--- config.mk ---
export PLATFORM = sky130hd
export DESIGN_NAME = branch_mask_alloc
export DESIGN_NICKNAME = d
export VERILOG_FILES = /design/src/rtl/branch_mask_alloc.sv
export SDC_FILE = /design/constraint.sdc
export NUM_CORES = 1
export LEC_CHECK = 0
export ABC_AREA = 1
export BUFFER_PORTS_ARGS = -buffer_cell sky130_fd_sc_hd__buf_2
export CAP_MARGIN = 20
export CORE_MARGIN = 5
export CORE_UTILIZATION = 31
export CTS_BUF_LIST = sky130_fd_sc_hd__clkbuf_4
export CTS_CLUSTER_DIAMETER = 50
export DETAILED_ROUTE_END_ITERATION = 7
export PLACE_DENSITY = 0.55
export SETUP_SLACK_MARGIN = 0.3
export SLEW_MARGIN = 25
export SYNTH_ARGS = -nofsm -noshare
export SYNTH_HDL_FRONTEND = slang
export SYNTH_SLANG_ARGS = --single-unit
--- constraint.sdc ---
create_clock -name clock -period 5.32 [get_ports clock]
set_clock_uncertainty 0.1 [all_clocks]
set_input_delay 1.064 -clock clock [delete_from_list [all_inputs] [get_ports clock]]
set_output_delay 1.064 -clock clock [all_outputs]
set_load 0.05 [all_outputs]
--- src/rtl/branch_mask_alloc.sv ---
// Branch-mask bit allocator: grants free checkpoint bits to dispatching branches and frees them on resolve or squash.
// Optional performance counters are compiled in when BMASK_PERF_EN is defined.
module branch_mask_alloc #(
  parameter int B_MASK_WIDTH   = 4,
  parameter int DISPATCH_WIDTH = 2,
  parameter int CNT_W          = 16
) (
  input  logic                                   clock,
  input  logic                                   reset,
  input  logic [DISPATCH_WIDTH-1:0]              br_req,
  input  logic                                   resolve_valid,
  input  logic [B_MASK_WIDTH-1:0]                resolve_bmm,
  input  logic                                   resolve_mispred,
  output logic [DISPATCH_WIDTH*B_MASK_WIDTH-1:0] br_bit,
  output logic [DISPATCH_WIDTH*B_MASK_WIDTH-1:0] br_dep_mask,
  output logic [$clog2(DISPATCH_WIDTH+1)-1:0]    grant_cnt,
  output logic [B_MASK_WIDTH-1:0]                next_b_mask,
  output logic [B_MASK_WIDTH-1:0]                cur_b_mask,
  output logic [$clog2(B_MASK_WIDTH+1)-1:0]      free_cnt
`ifdef BMASK_PERF_EN
  ,
  output logic [CNT_W-1:0]                       perf_full_stall,
  output logic [CNT_W-1:0]                       perf_squash_bits
`endif
);

  localparam int W    = B_MASK_WIDTH;
  localparam int D    = DISPATCH_WIDTH;
  localparam int GC_W = $clog2(D + 1);
  localparam int FC_W = $clog2(W + 1);

  logic [W-1:0]    mask_reg;
  logic [W-1:0]    dep_reg     [W];
  logic [W-1:0]    dep_next    [W];
  logic [W-1:0]    dep_for_bit [W];
  logic [W-1:0]    slot_bit    [D];
  logic [W-1:0]    slot_bit_g  [D];
  logic [W-1:0]    slot_dep    [D];

  logic            mispred_now;
  logic            grant_en;
  logic [W-1:0]    clr_mask;
  logic [W-1:0]    dep_hit;
  logic [W-1:0]    kill_mask;
  logic [W-1:0]    surv_mask;
  logic [W-1:0]    surv_dep;
  logic [W-1:0]    avail;
  logic [W-1:0]    older_acc;
  logic [W-1:0]    granted_all;
  logic            walk_stop;
  logic            found;
  logic [GC_W-1:0] walk_cnt;
  logic [FC_W-1:0] free_cnt_c;

  assign mispred_now = resolve_valid & resolve_mispred;
  assign clr_mask    = resolve_valid ? resolve_bmm : '0;

  // A mispredict also squashes every in-flight branch that was younger than it.
  generate
    for (genvar gi = 0; gi < W; gi++) begin : g_hit
      assign dep_hit[gi] = |(dep_reg[gi] & resolve_bmm);
    end
  endgenerate

  assign kill_mask = clr_mask | (mispred_now ? dep_hit : '0);
  assign surv_mask = mask_reg & ~kill_mask;
  assign surv_dep  = surv_mask & ~clr_mask;
  assign grant_en  = reset & ~mispred_now;

  // Only bits free at the start of the cycle are handed out; same-cycle frees wait a cycle.
  always_comb begin
    avail     = ~mask_reg;
    walk_stop = 1'b0;
    walk_cnt  = GC_W'(D);
    found     = 1'b0;
    for (int i = 0; i < D; i++) begin
      slot_bit[i] = '0;
      found       = 1'b0;
      if (br_req[i] && !walk_stop) begin
        for (int j = 0; j < W; j++) begin
          if (avail[j] && !found) begin
            slot_bit[i][j] = 1'b1;
            found          = 1'b1;
          end
        end
        if (found) begin
          avail = avail & ~slot_bit[i];
        end else begin
          walk_stop = 1'b1;
          walk_cnt  = GC_W'(i);
        end
      end
    end
  end

  always_comb begin
    older_acc = '0;
    for (int i = 0; i < D; i++) begin
      slot_bit_g[i] = grant_en ? slot_bit[i] : '0;
      slot_dep[i]   = (slot_bit_g[i] != '0) ? (surv_dep | older_acc) : '0;
      older_acc     = older_acc | slot_bit_g[i];
    end
    granted_all = older_acc;
    for (int j = 0; j < W; j++) begin
      dep_for_bit[j] = '0;
    end
    for (int i = 0; i < D; i++) begin
      for (int j = 0; j < W; j++) begin
        if (slot_bit_g[i][j]) begin
          dep_for_bit[j] = slot_dep[i];
        end
      end
    end
  end

  always_comb begin
    for (int j = 0; j < W; j++) begin
      if (granted_all[j]) begin
        dep_next[j] = dep_for_bit[j];
      end else if (kill_mask[j]) begin
        dep_next[j] = '0;
      end else begin
        dep_next[j] = dep_reg[j] & ~clr_mask;
      end
    end
  end

  always_comb begin
    free_cnt_c = '0;
    for (int j = 0; j < W; j++) begin
      if (!mask_reg[j]) begin
        free_cnt_c = free_cnt_c + FC_W'(1);
      end
    end
  end

  generate
    for (genvar gi = 0; gi < D; gi++) begin : g_slot
      assign br_bit[gi*W +: W]      = slot_bit_g[gi];
      assign br_dep_mask[gi*W +: W] = slot_dep[gi];
    end
  endgenerate

  assign grant_cnt   = mispred_now ? '0 : walk_cnt;
  assign next_b_mask = reset ? (surv_mask | granted_all) : '0;
  assign cur_b_mask  = mask_reg;
  assign free_cnt    = free_cnt_c;

  always_ff @(posedge clock or negedge reset) begin
    if (!reset) begin
      mask_reg <= '0;
      for (int j = 0; j < W; j++) begin
        dep_reg[j] <= '0;
      end
    end else begin
      mask_reg <= next_b_mask;
      for (int j = 0; j < W; j++) begin
        dep_reg[j] <= dep_next[j];
      end
    end
  end

`ifdef BMASK_PERF_EN
  logic [CNT_W-1:0] stall_cnt_reg;
  logic [CNT_W-1:0] squash_cnt_reg;
  logic [FC_W-1:0]  kill_pop;
  logic [CNT_W:0]   squash_sum;

  always_comb begin
    kill_pop = '0;
    for (int j = 0; j < W; j++) begin
      if (kill_mask[j]) begin
        kill_pop = kill_pop + FC_W'(1);
      end
    end
  end

  assign squash_sum = {1'b0, squash_cnt_reg} + (CNT_W + 1)'(kill_pop);

  // A flush-suppressed grant is not an exhaustion stall, so mispredict cycles are excluded.
  always_ff @(posedge clock or negedge reset) begin
    if (!reset) begin
      stall_cnt_reg  <= '0;
      squash_cnt_reg <= '0;
    end else begin
      if (walk_stop && !mispred_now && (stall_cnt_reg != '1)) begin
        stall_cnt_reg <= stall_cnt_reg + CNT_W'(1);
      end
      if (mispred_now) begin
        squash_cnt_reg <= squash_sum[CNT_W] ? '1 : squash_sum[CNT_W-1:0];
      end
    end
  end

  assign perf_full_stall  = stall_cnt_reg;
  assign perf_squash_bits = squash_cnt_reg;
`endif

endmodule

### Word-level counts from Yosys, hierarchy flattened

Index checks and enable logic that the tools add are counted.

| operators by class | value |
|---|---|
| bitwise gates (word level) | 22 |
| mux-type cells | 63 |
| reductions and logical operators | 20 |
| $add $sub $neg | 3 |

Operators with widths:

| kind | number |
|---|---|
| $mux 4 | 27 |
| $and 4x4->4 | 11 |
| $mux 1 | 28 |
| $not 4->4 | 4 |
| $or 4x4->4 | 4 |
| $reduce_or 4->1 | 4 |
| $mux 2 | 5 |
| $add 3x1->3 const B | 3 |
| $mux 3 | 3 |
| $reduce_bool 4->1 | 2 |
| $logic_and 1x1->1 | 7 |
| $logic_not 1->1 | 7 |
| $and 1x1->1 | 2 |
| $not 1->1 | 1 |

| storage, ports and cells | value |
|---|---|
| output and inout bits | 29 |
| bits in registers | 20 |
| logic and storage cells | 113 |
| input port bits | 10 |

### Logic depth before layout (Yosys ltp)

Gate-level depths: netlist (run 1).

| depth | value |
|---|---|
| word-level depth | 38 |
| mapped depth | 11 |
| gate-level depth less buffers | 11 |

### Worst setup path before layout (run 1)

No wires, ideal clock.

| timing | value |
|---|---|
| kind | input-to-output |
| start | input port br_req[0] |
| end | output port next_b_mask[0] |
| arrival time | 3.074 ns |
| slack | 1.082 ns |
| cell stages on the path | 6 |
| data required time | 4.156 ns |
| cell sequence | buf_4 inv_2 nand3_1 nor2_1 nor2_2 a21oi_1 |

| between the ends | value |
|---|---|
| longest elaborated chain between the ends | 8 |
| elaborated cells on any way between the ends | 13 |
| classes of those cells | mux: 9; bitwise: 2; reduce/logical: 2 |

Ends and longest elaborated chain:

| item | RTL line | RTL |
|---|---|---|
| start, declared | 10 | `input logic [DISPATCH_WIDTH-1:0] br_req,` |
| $mux 4 / $mux 1 (equally long branches) | 79 | `if (br_req[i] && !walk_stop) begin` |
| $mux 1 / $logic_not 1->1 (equally long branches) | 81, 79 |  |
| $mux 1 / $logic_and 1x1->1 (equally long branches) | n/a |  |
| $mux 4 * | 79 |  |
| $mux 4 * | 99 | `slot_bit_g[i] = grant_en ? slot_bit[i] : '0;` |
| via br_bit[4] | 14 | `output logic [DISPATCH_WIDTH*B_MASK_WIDTH-1:0] br_bit,` |
| $or 4x4->4 * | 101 | `older_acc = older_acc \| slot_bit_g[i];` |
| $or 4x4->4 * | 145 | `assign next_b_mask = reset ? (surv_mask \| granted_all) : '0;` |
| $mux 4 * | 145 |  |
| end, declared | 17 | `output logic [B_MASK_WIDTH-1:0] next_b_mask,` |

The timed path passes the listed nets; every way through them passes the cells marked *. The select of a mux whose other input is x is not followed.

### Final worst setup path (run 1)

| timing | value |
|---|---|
| start | input port resolve_valid |
| end | output port br_dep_mask[3] |

| between the ends | value |
|---|---|
| longest elaborated chain between the ends | 7 |
| elaborated cells on any way between the ends | 13 |
| classes of those cells | mux: 4; bitwise: 8; reduce/logical: 1 |

Ends and longest elaborated chain:

| item | RTL line | RTL |
|---|---|---|
| start, declared | 11 | `input logic resolve_valid,` |
| $and 1x1->1 | 55 | `assign mispred_now = resolve_valid & resolve_mispred;` |
| $mux 4 | 65 | `assign kill_mask = clr_mask \| (mispred_now ? dep_hit : '0);` |
| $or 4x4->4 | 65 |  |
| $not 4->4 | 66 | `assign surv_mask = mask_reg & ~kill_mask;` |
| $and 4x4->4 | 66 |  |
| $and 4x4->4 | 67 | `assign surv_dep = surv_mask & ~clr_mask;` |
| $mux 4 * | 100 | `slot_dep[i] = (slot_bit_g[i] != '0) ? (surv_dep \| older_acc) : '0;` |
| end, declared | 15 | `output logic [DISPATCH_WIDTH*B_MASK_WIDTH-1:0] br_dep_mask,` |

Mark *: on every way between the ends. The rest lies on a longest branch, timed or not.

==> flow_metrics.tcl, run 1 <==
set metrics [dict create \
    largest_reg_flops 16 \
    nets 307 \
    worst_hold_path_type "flip-flop to flip-flop" \
    startpoint_type "primary input" \
    pre_cts_ws_ns 1.68 \
    required_ns 4.16 \
    slew_violations 0 \
    p_int_w 0.000218 \
    peakVddDrop_mv 0.0832 \
    pin_count 39 \
    power_frac_seq_pct 44.5 \
    leakagePower_nw 1.10 \
    relSlewSlack_pct 70.7 \
    root_buffer "clkbuf_4" \
    min_period_over_period_pct 69.0 \
    synth-seq-cells 20 \
    grt_overflow_total 0 \
    synth_xor_area_share_pct 1.65 \
    grt_pass1_wl_mm 8.59 \
    h-tree-depth 1 \
    fp.dieW_um 81.7 \
    grt_use_total_pct 16.9 \
    hold_buffers 0 \
    drcViolationCount 0 \
    drtIter0Drc 185 \
    drtPass1Iterations 4 \
    antenna_found_initial 0 \
    synth_top_area_cell "dfrtp_1" \
    routed_wl_mm 5.05 \
    rsz0062_at_grt "no" \
    finish.utilization_pct 37.4 \
    finalSetupViolCount 0 \
    ys_top_cells_by_area "dfrtp_1 31%, nand2_1 22%, nand3_1 8.5%" \
    postRouteAntennaNets 0 \
    cp_max_fo 8 \
    area_delta_synth_final_pct 18.6 \
    cts.sinks 20 \
    synth_cell_types 24 \
    core_um2 5040 \
    cts-resized-gates 0 \
    num_vias 1739 \
    clk_path_buf_depth 2 \
    initial_core_util_pct 31.6 \
    via_per_inst 4.82 \
    synth_nets 265 \
    die_h_um 81.7 \
    setup.worst_path.class "primary input to output pin" \
    finalSetupTns_ns 0 \
    end_kind "output pin" \
    synth_top_area_share_pct 31.4 \
    synth_ff_type "dfrtp_1" \
    layout-drive-gt1-share_pct 22.3 \
    netSwitchingFraction_pct 41.5 \
    synthSimpleGateAreaFrac_pct 49.8 \
    fin_crit_ns 3.67 \
    hold_viol 0 \
    yosys.area_share.adder_pct 3.93 \
    worst_pin_slew_ns 0.439 \
    first_global_vias 1688 \
    std_cell_rows 26 \
    synth_top_family_by_area "simple AND/OR/NAND/NOR gates" \
    die_area_um2 6670 \
    cts_tree "yes" \
    grt_max_degree 23 \
    postLayoutSetupSlackWorst_ns 1.65 \
    synth_cells 250 \
    worst_ep_arrival_time_ns 2.51 \
    yosys-top-cells-count "94 x nand2_1, 28 x inv_1, 27 x nand3_1" \
    synth_edf_count 0 \
    fmax_ghz 0.272 \
    async_flop_share_pct 100 \
    yosysWarningCount 0 \
    antennaDiodeCount 0 \
    clockPowerShare_pct 21.3 \
    max_cap_viol_count 0 \
    status "finished, final reports clean" \
    clock_latency_ns 0.31 \
    p_switching_w 0.000154 \
    portBuffers 38 \
    gp_congestion 0.823 \
    ys_seq_area_share_pct 31.4 \
    avgRoutedWirePerCell_um 14.0 \
    synth-compound-area-share_pct 4.40 \
    combPwrFrac_pct 34.2 \
    avgSynthCellArea_um2 6.37 \
    dp_cells 357 \
    synth_area_um2 1590 \
    hpwl_mm 4.09 \
    clk_pin_slew_worst_paths_ns 0.12 \
    cts-buffers-inserted 3 \
    post-cts-setup-buffers 0 \
    yosysMostFrequentCell "nand2_1" \
    final_cells 361 \
    synth_mux_area_share_pct 0 \
    powerDensity_nw_per_um2 197 \
]
[stage by stage]
stage | total power, W | cell area [µm²] | hold slack (ns)
floorplan | 0.000259 | 1590 | 0.405
global placement | 0.000296 | 1860 | 0.433
detailed placement | 0.000296 | 1860 | 0.443
CTS | 0.000377 | 1890 | 0.461
global route | 0.000395 | 1890 | 0.487
finish | 0.000372 | 1890 | 0.454
[power by group through the flow]
| stage | clock, W | combinational [W] | sequential (W) |
|---|---|---|---|
| after floorplan | 0 | 0.0000893 | 0.000170 |
| after global placement | 0 | 0.000128 | 0.000169 |
| after detailed placement | 0 | 0.000127 | 0.000168 |
| after CTS | 0.0000838 | 0.000128 | 0.000165 |
| after global routing | 0.0000882 | 0.000141 | 0.000167 |
| final | 0.0000792 | 0.000127 | 0.000165 |
[area by class of cell]
type / instances / area (µm²)
clock buffers: 3 / 22.5
repair buffers: 39 / 198
clock inverters: 1 / 3.75
multi-input cells: 195 / 952
inverters: 33 / 124
well taps: 70 / 87.6
fillers: 563 / 3150
flip-flops and latches: 20 / 500
[per-layer routing]
metal  share of wire (%)  GRT usage [%]
met3                 5.4           3.73
met4                0.40           3.82
met5                   0              0
met1                  47           23.0
met2                  47           27.3
[worst paths after layout]
| path | from | endpoint | slack (ns) | cells past startpoint |
|---|---|---|---|---|
| min | dep_reg[12]$_DFF_PN0_ | dep_reg[12]$_DFF_PN0_ | 0.45 | 1 |
| min in group asynchronous | reset | dep_reg[6]$_DFF_PN0_ | 0.68 | 2 |
| max | resolve_valid | br_dep_mask[3] | 1.65 | 9 |
| max in group asynchronous | reset | dep_reg[3]$_DFF_PN0_ | 4.20 | 2 |
| max reg2reg | cur_b_mask[0]$_DFF_PN0_ | dep_reg[1]$_DFF_PN0_ | 3.35 | 10 |
| min reg2reg | dep_reg[12]$_DFF_PN0_ | dep_reg[12]$_DFF_PN0_ | 0.45 | 1 |
[critical path, stage by stage]
cell	delay [ns]
buf_2	0.13
nand2_2	0.11
nand2_4	0.11
nor3_4	0.37
inv_2	0.09
nand3_2	0.15
inv_2	0.07
nor2_1	0.12
buf_2	0.28
[kinds of logic (layout without fill, tap and decap cells)]
group                      count (synthesis)  in the layout
AOI/OAI and AO/OA                         14             14
and+or+nand+nor                          173            173
xor gates and xnor gates                   3              3
buffers and inverters                     35             76
DFF                                       20             20
adders and majority gates                  5              5
[cell usage in the layout, fill, tap and decap left out]
cell / count
ha_1: 5
nor3_2: 1
nand2_1: 94
nand2_4: 1
clkbuf_4: 3
nand3_4: 1
a21oi_1: 4
inv_1: 28
inv_2: 5
nand3_2: 2
nand2_2: 4
o21ai_0: 9
nor3_4: 1
dfrtp_1: 20
nand4_1: 5
nor3b_1: 2
clkinv_1: 1
nor2_4: 1
xnor2_1: 1
o21ai_1: 1
nand3_1: 27
xor2_1: 2
buf_2: 38
nor2_2: 7
nor3_1: 2
nor2_1: 25
buf_4: 1
No activity file was read; power rests on OpenSTA's default activity.
==> run 2: changes to the inputs <==
==> constraint.sdc (replaced) <==
create_clock -name clock -period 3.4 [get_ports clock]
set_clock_uncertainty 0.1 [all_clocks]
set_input_delay 0.68 -clock clock [delete_from_list [all_inputs] [get_ports clock]]
set_output_delay 0.68 -clock clock [all_outputs]
set_load 0.05 [all_outputs]
==> flow_metrics.tcl, run 2 (same netlist as run 1, synthesis figures left out) <==
set metrics [dict create \
    status "finished, final reports clean" \
    via_per_inst 4.86 \
    core_um2 5040 \
    powerDensity_nw_per_um2 302 \
    hold_viol 0 \
    die_area_um2 6670 \
    clock_latency_ns 0.31 \
    dr.max_layer_used "met4" \
    fp.dieW_um 81.7 \
    cts_tree "yes" \
    drtPass1Iterations 4 \
    cp_slowest_cell "dfrtp_2" \
    finalSetupViolCount 0 \
    startpoint_type "flip-flop" \
    multi_input_area_um2 1020 \
    max_cap_viol_count 0 \
    relSlewSlack_pct 70.3 \
    largest_reg_flops 16 \
    antenna_found_initial 0 \
    first_global_vias 1761 \
    routed_wl_mm 5.02 \
    path_cells "inv_1 > ha_1 > inv_1 > nand2_1 > nand3_1 > nor2_2 > nor2_2 > a21oi_2 > clkbuf_4" \
    grt_overflow_total 0 \
    portBuffers 38 \
    clk_path_buf_depth 2 \
    slew_violations 0 \
    setup.worst_path.class "flip-flop to output pin" \
    post-cts-setup-buffers 0 \
    postRouteAntennaNets 0 \
    die_h_um 81.7 \
    peakVddDrop_mv 0.134 \
    grt_use_total_pct 16.5 \
    hpwl_mm 4.07 \
    h-tree-depth 1 \
    cts-buffers-inserted 3 \
    end_kind "output pin" \
    leakagePower_nw 1.10 \
    cp_max_fo 6 \
    num_vias 1755 \
    holdWs_ns 0.310 \
    wl_met2_mm 2.21 \
    layout_commonest_cell "nand2_1" \
    layout-drive-gt1-share_pct 27.8 \
    area_delta_synth_final_pct 24.4 \
    wl_met3_um 393 \
    required_ns 2.62 \
    drcViolationCount 0 \
    finalSetupTns_ns 0 \
    cts.sinks 20 \
    seqCellArea_um2 503 \
    worst_ep_arrival_time_ns 2.17 \
    fin_crit_ns 2.95 \
    antennaDiodeCount 0 \
    std_cell_rows 26 \
    grt_max_degree 23 \
    worst_pin_slew_ns 0.444 \
    avgRoutedWirePerCell_um 13.9 \
    root_buffer "clkbuf_4" \
    initial_core_util_pct 31.6 \
    worst_hold_path_type "primary input to asynchronous set/reset pin" \
    clk_pin_slew_worst_paths_ns 0.12 \
    fillers 565 \
    drtIter0Drc 154 \
    min_period_over_period_pct 86.8 \
    nets 307 \
    pin_count 39 \
    critPathMaxStageDelay_ns 0.47 \
    layout_common_cells "94 x nand2_1, 31 x buf_2, 28 x inv_1, 27 x nand3_1, 18 x dfrtp_1" \
    fmax_ghz 0.339 \
    rsz0062_at_grt "yes" \
    gp_congestion 0.906 \
    grt_pass1_wl_mm 8.45 \
    routedLengthMet1_mm 2.29 \
]
-- run 2: cell types whose count changed in the layout (fill, tap and decap cells not counted), sizes merged --
cell / delta
clkbuf: +8
buf: -7
clkinv: -1
-- run 2: path summary, 6_finish.rpt --
check                                             start                       to  slack (ns)  cells after the start
worst min register to register     dep_reg[6]$_DFF_PN0_     dep_reg[6]$_DFF_PN0_        0.44                      2
worst min-delay path                              reset     dep_reg[9]$_DFF_PN0_        0.31                      2
worst max register to register  cur_b_mask[0]$_DFF_PN0_     dep_reg[2]$_DFF_PN0_        1.56                      9
worst max-delay path            cur_b_mask[0]$_DFF_PN0_           next_b_mask[1]        0.45                      9
max in group asynchronous                         reset  cur_b_mask[1]$_DFF_PN0_        2.65                      2
min in group clock                 dep_reg[6]$_DFF_PN0_     dep_reg[6]$_DFF_PN0_        0.44                      2
-- run 2: power by group --
part / switching (W) / internal [W] / leakage (nW)
registers: 0.00000909 / 0.000248 / 0.271
logic: 0.000155 / 0.0000520 / 0.808
clock network: 0.0000785 / 0.0000538 / 0.0184
-- run 2: cell type report --
| type | instances | share of cell area (%) |
|---|---|---|
| flip-flops and latches | 20 | 25.4 |
| clock buffers | 4 | 1.52 |
| repair buffers | 39 | 10.9 |
| well taps | 70 | 4.42 |
| inverters | 33 | 6.26 |
| multi-input cells | 195 | 51.5 |
-- run 2: critical path: cells and delay by family, from the launching register on --
kind,cells,cell delay [ns]
buffers and inverters,3,0.43
flip-flops,1,0.47
AND/OR/NAND/NOR,4,0.56
adder cells (fa/ha/maj),1,0.22
AO/OA/AOI/OAI,1,0.17
-- run 2: per-stage QoR --
stage | total power, W | utilization [%] | worst slack, ns | std cells | instance area [µm²]
floorplan | 0.000412 | - | 0.337 | 250 | 1660
global placement | 0.000469 | 38.2 | 0.470 | 357 | 1930
detailed placement | 0.000469 | 38.2 | 0.499 | 357 | 1930
CTS | 0.000603 | 38.8 | 0.390 | 361 | 1960
global route | 0.000636 | 39.3 | 0.270 | 361 | 1980
finish | 0.000597 | 39.3 | 0.448 | 361 | 1980
-- run 2: timing repair --
action                                  CTS  global route
resized for setup                         0             8
endpoints found under the setup margin    0             7
hold buffers                              0             0
-- run 2: per-layer routing --
layer  global-route usage (%)  vias to the layer above
met5                        0                        -
met2                     25.1                       64
met3                     3.40                       12
met1                     22.6                      813
li1                         -                      866
met4                     7.14                        0
